==> config.mk <==
export PLATFORM = sky130hd
export DESIGN_NAME = branch_resolve_tracker
export DESIGN_NICKNAME = d
export VERILOG_FILES = /design/src/rtl/branch_resolve_tracker.sv
export SDC_FILE = /design/constraint.sdc
export NUM_CORES = 1
export LEC_CHECK = 0
export CORE_UTILIZATION = 40
export CTS_BUF_LIST = sky130_fd_sc_hd__clkbuf_4 sky130_fd_sc_hd__clkbuf_8
export CTS_CLUSTER_DIAMETER = 40
export DETAILED_ROUTE_END_ITERATION = 8
export SETUP_SLACK_MARGIN = 0.1
export SLEW_MARGIN = 20
export SYNTH_ARGS = -nofsm -noshare
export SYNTH_HDL_FRONTEND = slang
export SYNTH_SLANG_ARGS = --single-unit
==> constraint.sdc <==
create_clock -name clk -period 4 [get_ports clk]
set_input_delay 1 -clock clk [delete_from_list [all_inputs] [get_ports clk]]
set_output_delay 1 -clock clk [all_outputs]
set_load 0.01 [all_outputs]
==> src/rtl/branch_resolve_tracker.sv <==
// Tracks outstanding branch predictions in a circular FIFO, matches them against
// in-order resolutions, and produces predictor-training, mispredict and statistics outputs.
module branch_resolve_tracker #(
  parameter int DEPTH = 4,
  parameter int CNT_W = 16
) (
  input  logic                     clk,
  input  logic                     reset_n,
  input  logic                     pred_valid,
  input  logic [1:0]               prediction,
  output logic                     pred_ready,
  input  logic                     res_valid,
  input  logic                     res_taken,
  output logic                     upd_valid,
  output logic                     upd_taken,
  output logic                     mispredict,
  output logic                     unexp_res,
  output logic [$clog2(DEPTH):0]   pending,
  output logic [CNT_W-1:0]         branch_cnt,
  output logic [CNT_W-1:0]         miss_cnt
);

  localparam int              PTR_W   = $clog2(DEPTH);
  localparam logic [PTR_W:0]  DEPTH_L = (PTR_W+1)'(DEPTH);

  logic [DEPTH-1:0] dir_q;
  logic [PTR_W-1:0] wr_ptr;
  logic [PTR_W-1:0] rd_ptr;
  logic [PTR_W:0]   pending_nxt;
  logic             push;
  logic             pop;
  logic             miss;
  logic             head_dir;
  logic             unused_pred_lsb;

  function automatic logic [CNT_W-1:0] sat_inc(input logic [CNT_W-1:0] v);
    return (&v) ? v : v + CNT_W'(1);
  endfunction

  // Only the direction bit is stored; counter strength is irrelevant after prediction.
  assign unused_pred_lsb = prediction[0];

  assign pred_ready = (pending < DEPTH_L);
  assign head_dir   = dir_q[rd_ptr];
  assign push       = pred_valid & pred_ready;
  assign pop        = res_valid & (pending != '0);
  assign miss       = pop & (res_taken != head_dir);

  always_comb begin
    pending_nxt = pending;
    case ({push, pop})
      2'b10:   pending_nxt = pending + (PTR_W+1)'(1);
      2'b01:   pending_nxt = pending - (PTR_W+1)'(1);
      default: pending_nxt = pending;
    endcase
  end

  always_ff @(posedge clk) begin
    if (push) dir_q[wr_ptr] <= prediction[1];
  end

  // Resolution stage: everything below is registered one cycle after the resolving edge.
  always_ff @(posedge clk or negedge reset_n) begin
    if (!reset_n) begin
      pending    <= '0;
      wr_ptr     <= '0;
      rd_ptr     <= '0;
      upd_valid  <= 1'b0;
      upd_taken  <= 1'b0;
      mispredict <= 1'b0;
      unexp_res  <= 1'b0;
      branch_cnt <= '0;
      miss_cnt   <= '0;
    end else begin
      upd_valid  <= pop;
      mispredict <= miss;
      unexp_res  <= res_valid & ~pop;
      if (pop) begin
        upd_taken  <= res_taken;
        branch_cnt <= sat_inc(branch_cnt);
      end
      if (miss) miss_cnt <= sat_inc(miss_cnt);
      // A mispredict squashes every younger entry, including a push on this same edge.
      if (miss) begin
        pending <= '0;
        rd_ptr  <= wr_ptr;
      end else begin
        pending <= pending_nxt;
        if (push) wr_ptr <= wr_ptr + PTR_W'(1);
        if (pop)  rd_ptr <= rd_ptr + PTR_W'(1);
      end
    end
  end

endmodule
==> results.md, run 1 <==
- I/O Pins: 47
- Post-synth EDFFs: 4
- Antenna violations before repair: 0
- Drt via density: 5.176
- Max rail drop VDD: roughly 0.30 mV
- Clk_lat worst skew: 0.29 ns
- CP bufs+invs: 1
- Max Cap Violations: 0
- First-pass GRT wire length: roughly 7700 um
- Worst EP arrival: 3.00 ns
- CP Cell Sequence: clkdlybuf4s50_1 > nor2b_1 > mux2_4 > o21ai_4 > nand2_1 > mux2_2
- Fin crit period: about 2.8 ns
- FF+latch count, synth: 47
- Main synth FF type: dfrtp_1
- Mapped cell area: ~2300 sq um
- Fin. max-slew vios: 0
- CTS H-tree depth: 2
- Initial Utilization: 0.4202
- Detailed Place HPWL: approximately 3200 um
- Row count: 27
- CP Max Fanout: 17
- Leakage power: around 1.3 nW
- Fin util: 0.5392
- Die Span Y: approximately 79 um
- Clock sink total: 47
- Placed instance count: around 330
- CP Data Required Time: roughly 4.2 ns
- Syn Inst Count: around 210
- Worst slew pin tran: ~0.57 ns
- CP top delay family: multiplexers
- Port Buf Inserts: 45
- Power after layout: between 1.5 and 2 mW
- Routed Antenna Nets: 0
- Final wirelength: between 4000 and 5000 um
- Crit-path max cell delay: roughly 0.53 ns
- Core area: 5574 sq um
- Vias: ~1700
- Unique masters post-synth: 43
- Fraction of layout cells with a size suffix above 1: 0.1027
- Total CTS buffers: 5
- Largest net degree at the start of global routing: 44
- Synth warn: 0
- Tot GR Track Use: 0.1591
- Grt total ovfl: 0
- Cts hold-fix bufs: 0
- CTS clk-pin slew, worst paths: about 0.09 ns
- Period utilization: 0.7059
- Worst setup EP type: register
- Fin nets: ~280
- Avg WL per Cell: around 13 um
- Register area share after synthesis: 0.5107
- FMAX: between 300 and 400 MHz
- Clk Tree Root Cell: clkbuf_8
- Finished Layout Cells: 335
- RSZ-0062 raised after global routing: false
- Area growth syn-to-layout: 28.31%
- Setup Buffers After CTS: 0
- PD cells: about 580 nW/um^2
- Worst Path Class, Setup: in -> reg
- Via count of the first global-routing pass: roughly 1600
- Syn nets: roughly 230
- Syn Area/Cell: 11.10 sq um
- Worst setup SP type: input port
- Worst Skew: 0.008433 ns
- Worst path slowest cell: clkdlybuf4s50_1
- Hold Path Class: reg -> reg
- N_diodes: 0
- Clock Path Buffers: 2
- Initial DRC Count: 58
- Setup TNS Final: 0 ns
- Die ar.: between 6000 and 7000 sq um
- Drt pass-1 iters: 4
- Min Hold Slack: ~0.5 ns
- DRC viols: 0
- Status: completed
- CTS tree: yes
- Placer Congestion: approximately 0.78
- Final Hold Fails: 0
- Resized cells post-CTS: 0
- Max-slew headroom: 0.6210
- Final setup viols: 0
- Die W: approximately 79 um
- Ys async rst share: 0.9149
[metrics by stage]
| stage | worst slack (ns) | area, sq um |
|---|---|---|
| 2_1_floorplan | 1.600 | 2342 |
| 3_3_place_gp | 0.8714 | 2868 |
| 3_5_place_dp | 0.8613 | 2868 |
| 4_1_cts | 1.171 | 2985 |
| 5_1_grt | 1.082 | 3005 |
| 6_report | 1.177 | 3005 |
[synth_stat cells, types with 3 or more instances]
| library cell | number | area share |
|---|---|---|
| a21oi_1 | 4 | 0.0085 |
| xnor2_1 | 15 | 0.056 |
| nand2_1 | 21 | 0.034 |
| mux2_2 | 5 | 0.024 |
| nor2_1 | 13 | 0.021 |
| nand4_1 | 6 | 0.016 |
| nor4b_1 | 3 | 0.011 |
| mux2i_1 | 3 | 0.013 |
| inv_1 | 7 | 0.011 |
| nor4_2 | 3 | 0.016 |
| ha_1 | 6 | 0.032 |
| edfxtp_1 | 4 | 0.051 |
| xor2_1 | 16 | 0.060 |
| dfrtp_1 | 43 | 0.46 |
| and2_1 | 5 | 0.013 |
| nor3_1 | 8 | 0.017 |
| o21ai_0 | 3 | 0.0064 |
| nand3_1 | 15 | 0.032 |
[cells in the final DEF (no fill, tap or decap), drive strengths merged, types with 2 or more instances in the layout]
master	netlist	layout
a21oi	4	4
a41oi	2	2
and2	5	5
and3	2	2
and4	2	2
buf	4	4
clkbuf	0	6
clkdlybuf4s50	0	44
dfrtp	43	43
edfxtp	4	4
ha	6	6
inv	8	8
mux2	6	6
mux2i	4	4
nand2	21	21
nand3	15	15
nand4	6	6
nor2	13	13
nor2b	2	2
nor3	8	8
nor4	6	6
nor4b	3	3
o21ai	4	4
xnor2	15	15
xor2	16	16
[cell families (layout without fill, tap and decap cells)]
group,Yosys count,after routing,share of synthesized area
AO/OA/AOI/OAI,17,17,0.05503
adder cells (fa/ha/maj),7,7,0.04060
multiplexers,10,10,0.04914
AND/OR/NAND/NOR,87,87,0.2051
flip-flops,47,47,0.5107
XOR/XNOR,31,31,0.1159
buffers and inverters,12,64,0.02350
[cell type report]
type | count | area, sq um
multi-input combinational | 152 | 1091
inverter | 8 | 30.03
tap | 72 | 90.09
timing repair buffer | 48 | 480.5
clock buffer | 6 | 82.58
clock inverter | 2 | 35.03
sequential | 47 | 1196
fill | 505 | 2569
[worst min-delay path, delay by kind of cell (launching register included)]
kind          cells  cell delay, ns
flops             1            0.35
simple gates      2            0.11
[flip-flops by register name (all words and copies together) (netlist names)]
name        flops
branch_cnt     16
miss_cnt       16
wr_ptr          2
rd_ptr          2
pending         3
mispredict      1
unexp_res       1
dir_q           4
upd_valid       1
upd_taken       1
[metal layers]
metal | GRT usage | share of wire
met1 | 0.2130 | 0.49
met3 | 0.03837 | 0.040
met4 | 0.05000 | 0.0078
met2 | 0.2530 | 0.46
met5 | 0 | 0
[path summary, 6_finish.rpt]
kind                                                    to                  start  slack [ns]  cells past startpoint
worst min-delay path                 upd_taken$_DFFE_PN0N_  upd_taken$_DFFE_PN0N_        0.49                      2
max in group asynchronous       branch_cnt[14]$_DFFE_PN0P_                reset_n        2.93                      2
worst max register to register       wr_ptr[1]$_DFFE_PN0P_  rd_ptr[1]$_DFFE_PN0P_        1.73                      5
min in group asynchronous        branch_cnt[2]$_DFFE_PN0P_                reset_n        0.60                      1
worst max-delay path                 wr_ptr[1]$_DFFE_PN0P_              res_taken        1.18                      6
worst min register to register       upd_taken$_DFFE_PN0N_  upd_taken$_DFFE_PN0N_        0.49                      2
[where the power goes]
group | internal, mW | switching (mW) | total, mW
Sequential | 0.595 | 0.155 | 0.751
Combinational | 0.337 | 0.287 | 0.624
Clock | 0.202 | 0.156 | 0.358
Power figures use the tool's default switching activity.
==> run 2: changes to the inputs <==
--- a/config.mk
+++ b/config.mk
@@ -9,6 +9,7 @@
 export CTS_BUF_LIST = sky130_fd_sc_hd__clkbuf_4 sky130_fd_sc_hd__clkbuf_8
 export CTS_CLUSTER_DIAMETER = 40
 export DETAILED_ROUTE_END_ITERATION = 8
+export PLACE_DENSITY = 0.67
 export SETUP_SLACK_MARGIN = 0.1
 export SLEW_MARGIN = 20
 export SYNTH_ARGS = -nofsm -noshare
==> constraint.sdc (replaced) <==
create_clock -name clk -period 2.3 [get_ports clk]
set_input_delay 0.575 -clock clk [delete_from_list [all_inputs] [get_ports clk]]
set_output_delay 0.575 -clock clk [all_outputs]
set_load 0.01 [all_outputs]
==> run 2 against run 1 <==
Net effect:
- clock power increased by 32%
- largest power group unchanged
- wire length increased by 2.9%
- sequential share of layout area fell by 1.5 points
- sequential power increased by 69%
- flip-flop and latch count is the same
- highest routed layer unchanged
- cell count up 4.2%
- total power rose by 74%
- global-route usage increased by 1.1 points
- critical endpoint is now pending[2]$_DFFE_PN0P_
==> results.md, run 2 (same netlist as run 1, synthesis figures left out) <==
- Multi-input gate area: 1127 sq um
- CTS tree: yes
- Cts hold-fix bufs: 0
- Commonest cells after routing, fill and taps aside: dfrtp_1 (43), clkdlybuf4s50_1 (43), nand2_1 (21)
- Max rail drop VDD: 0.5239 mV
- CTS clk-pin slew, worst paths: approximately 0.080 ns
- Area growth syn-to-layout: 33.33%
- CTS H-tree depth: 2
- Die W: ~80 um
- Antenna violations before repair: 0
- N_diodes: 0
- Register-to-register setup slack: 0.25 ns
- Largest net degree at the start of global routing: 25
- Period utilization: 0.8924
- Drt pass-1 iters: 4
- Fin nets: between 200 and 300
- Initial Utilization: 0.4202
- Worst EP arrival: between 2 and 2.5 ns
- Fin. max-slew vios: 0
- First-pass GRT wire length: 8121 um
- DRC viols: 0
- Port Buf Inserts: 45
- Final wirelength: ~4600 um
- Total CTS buffers: 5
- Drt via density: ~5
- Max-slew headroom: 0.6235
- Fillers: 501
- Avg WL per Cell: around 13 um
- Fin util: 0.5603
- Clock sink total: 47
- Worst Skew: 0.007185 ns
- Worst Path Class, Setup: in -> reg
- CP Max Fanout: 6
- Pre-CTS setup slack: -0.1694 ns
- Top Registers: branch_cnt (16), miss_cnt (16), dir_q (4)
- Clk_lat worst skew: 0.30 ns
- Grt total ovfl: 0
- Setup crit end: pending[2]$_DFFE_PN0P_
- Row count: 27
- RSZ-0062 raised after global routing: false
- Clock Path Buffers: 2
- Detailed Place HPWL: around 3400 um
- Clk Tree Root Cell: clkbuf_8
- Worst setup path startpoint: res_valid
- Tot GR Track Use: 0.1699
- Leakage power: 1.352 nW
- Worst flop-to-flop path endpoint: miss_cnt[15]$_DFFE_PN0P_
- Post-route worst setup slack: around 0.25 ns
- PD cells: between 900 and 1000 nW/um^2
- Worst slew pin tran: approximately 0.56 ns
- Die Span Y: 78.52 um
- Vias: about 1800
- Worst setup EP type: register
- CP Data Required Time: about 2.5 ns
- Via count of the first global-routing pass: 1795
- Status: completed
- Final Hold Fails: 0
- Storage element area: around 1200 sq um
- Initial DRC Count: 30
- Final instance area: approximately 3100 sq um
- Die ar.: 6165 sq um
- Critical R2R Launch: rd_ptr[1]$_DFFE_PN0P_
- Max Cap Violations: 0
- Dpl cell area: between 3000 and 4000 sq um
- Fraction of layout cells with a size suffix above 1: 0.1661
- Core area: 5574 sq um
- FMAX: 487.2 MHz
- Hold Path Class: in -> async
- Fin crit period: 2.053 ns
- Placer Congestion: ~0.83
- Routed Antenna Nets: 0
- Reg2Reg Depth: 5
- Worst setup SP type: input port
- Final setup viols: 0
- I/O Pins: 47
-- run 2: final cells by class --
cell class                      instances  share of cell area
Tap cell                               72             0.02885
Multi-Input combinational cell        152              0.3610
Clock buffer                            6             0.02444
Timing Repair Buffer                   64              0.1931
Inverter                                8            0.009615
Sequential cell                        47              0.3830
-- run 2: power by group --
part | total (mW) | switching, mW | internal [mW]
registers | 1.27 | 0.237 | 1.04
logic | 1.27 | 0.567 | 0.698
clock network | 0.473 | 0.258 | 0.215
-- run 2: worst min-delay path by stage --
stage | end
after floorplan | branch_cnt[0]$_DFFE_PN0P_
after detailed placement | miss_cnt[10]$_DFFE_PN0P_
after global routing | branch_cnt[2]$_DFFE_PN0P_
final | branch_cnt[2]$_DFFE_PN0P_
after CTS | branch_cnt[8]$_DFFE_PN0P_
after global placement | upd_taken$_DFFE_PN0N_
-- run 2: routing by layer --
| layer | routed length [um] | global-route usage |
|---|---|---|
| met1 | 2076 | 0.2046 |
| met3 | 267 | 0.04651 |
| met5 | 0 | 0 |
| met4 | 107 | 0.08519 |
| met2 | 2192 | 0.2774 |
-- run 2: timing repair --
item	CTS	global route
gates resized for setup	1	6
pin swaps	0	0
buffers inserted	0	0
endpoints found under the setup margin	1	6
-- run 2: per-stage QoR --
| step | hold slack (ns) | cells | setup TNS (ns) | power, mW |
|---|---|---|---|---|
| global placement | 0.4811 | 343 | -1.133 | 2.499 |
| finish | 0.2574 | 349 | 0 | 3.011 |
| CTS | 0.2798 | 349 | 0 | 3.023 |
| global route | 0.2950 | 349 | 0 | 3.251 |
| detailed placement | 0.4828 | 343 | -1.965 | 2.539 |
| floorplan | 0.2794 | 211 | 0 | 1.926 |
-- run 2: critical path, cell delays in order --
cell	delay, ns
clkdlybuf4s50_1	0.49
o31ai_2	0.19
nor2_1	0.10
fa_1	0.43
and3_1	0.18
a211oi_1	0.21
a31oi_1	0.06
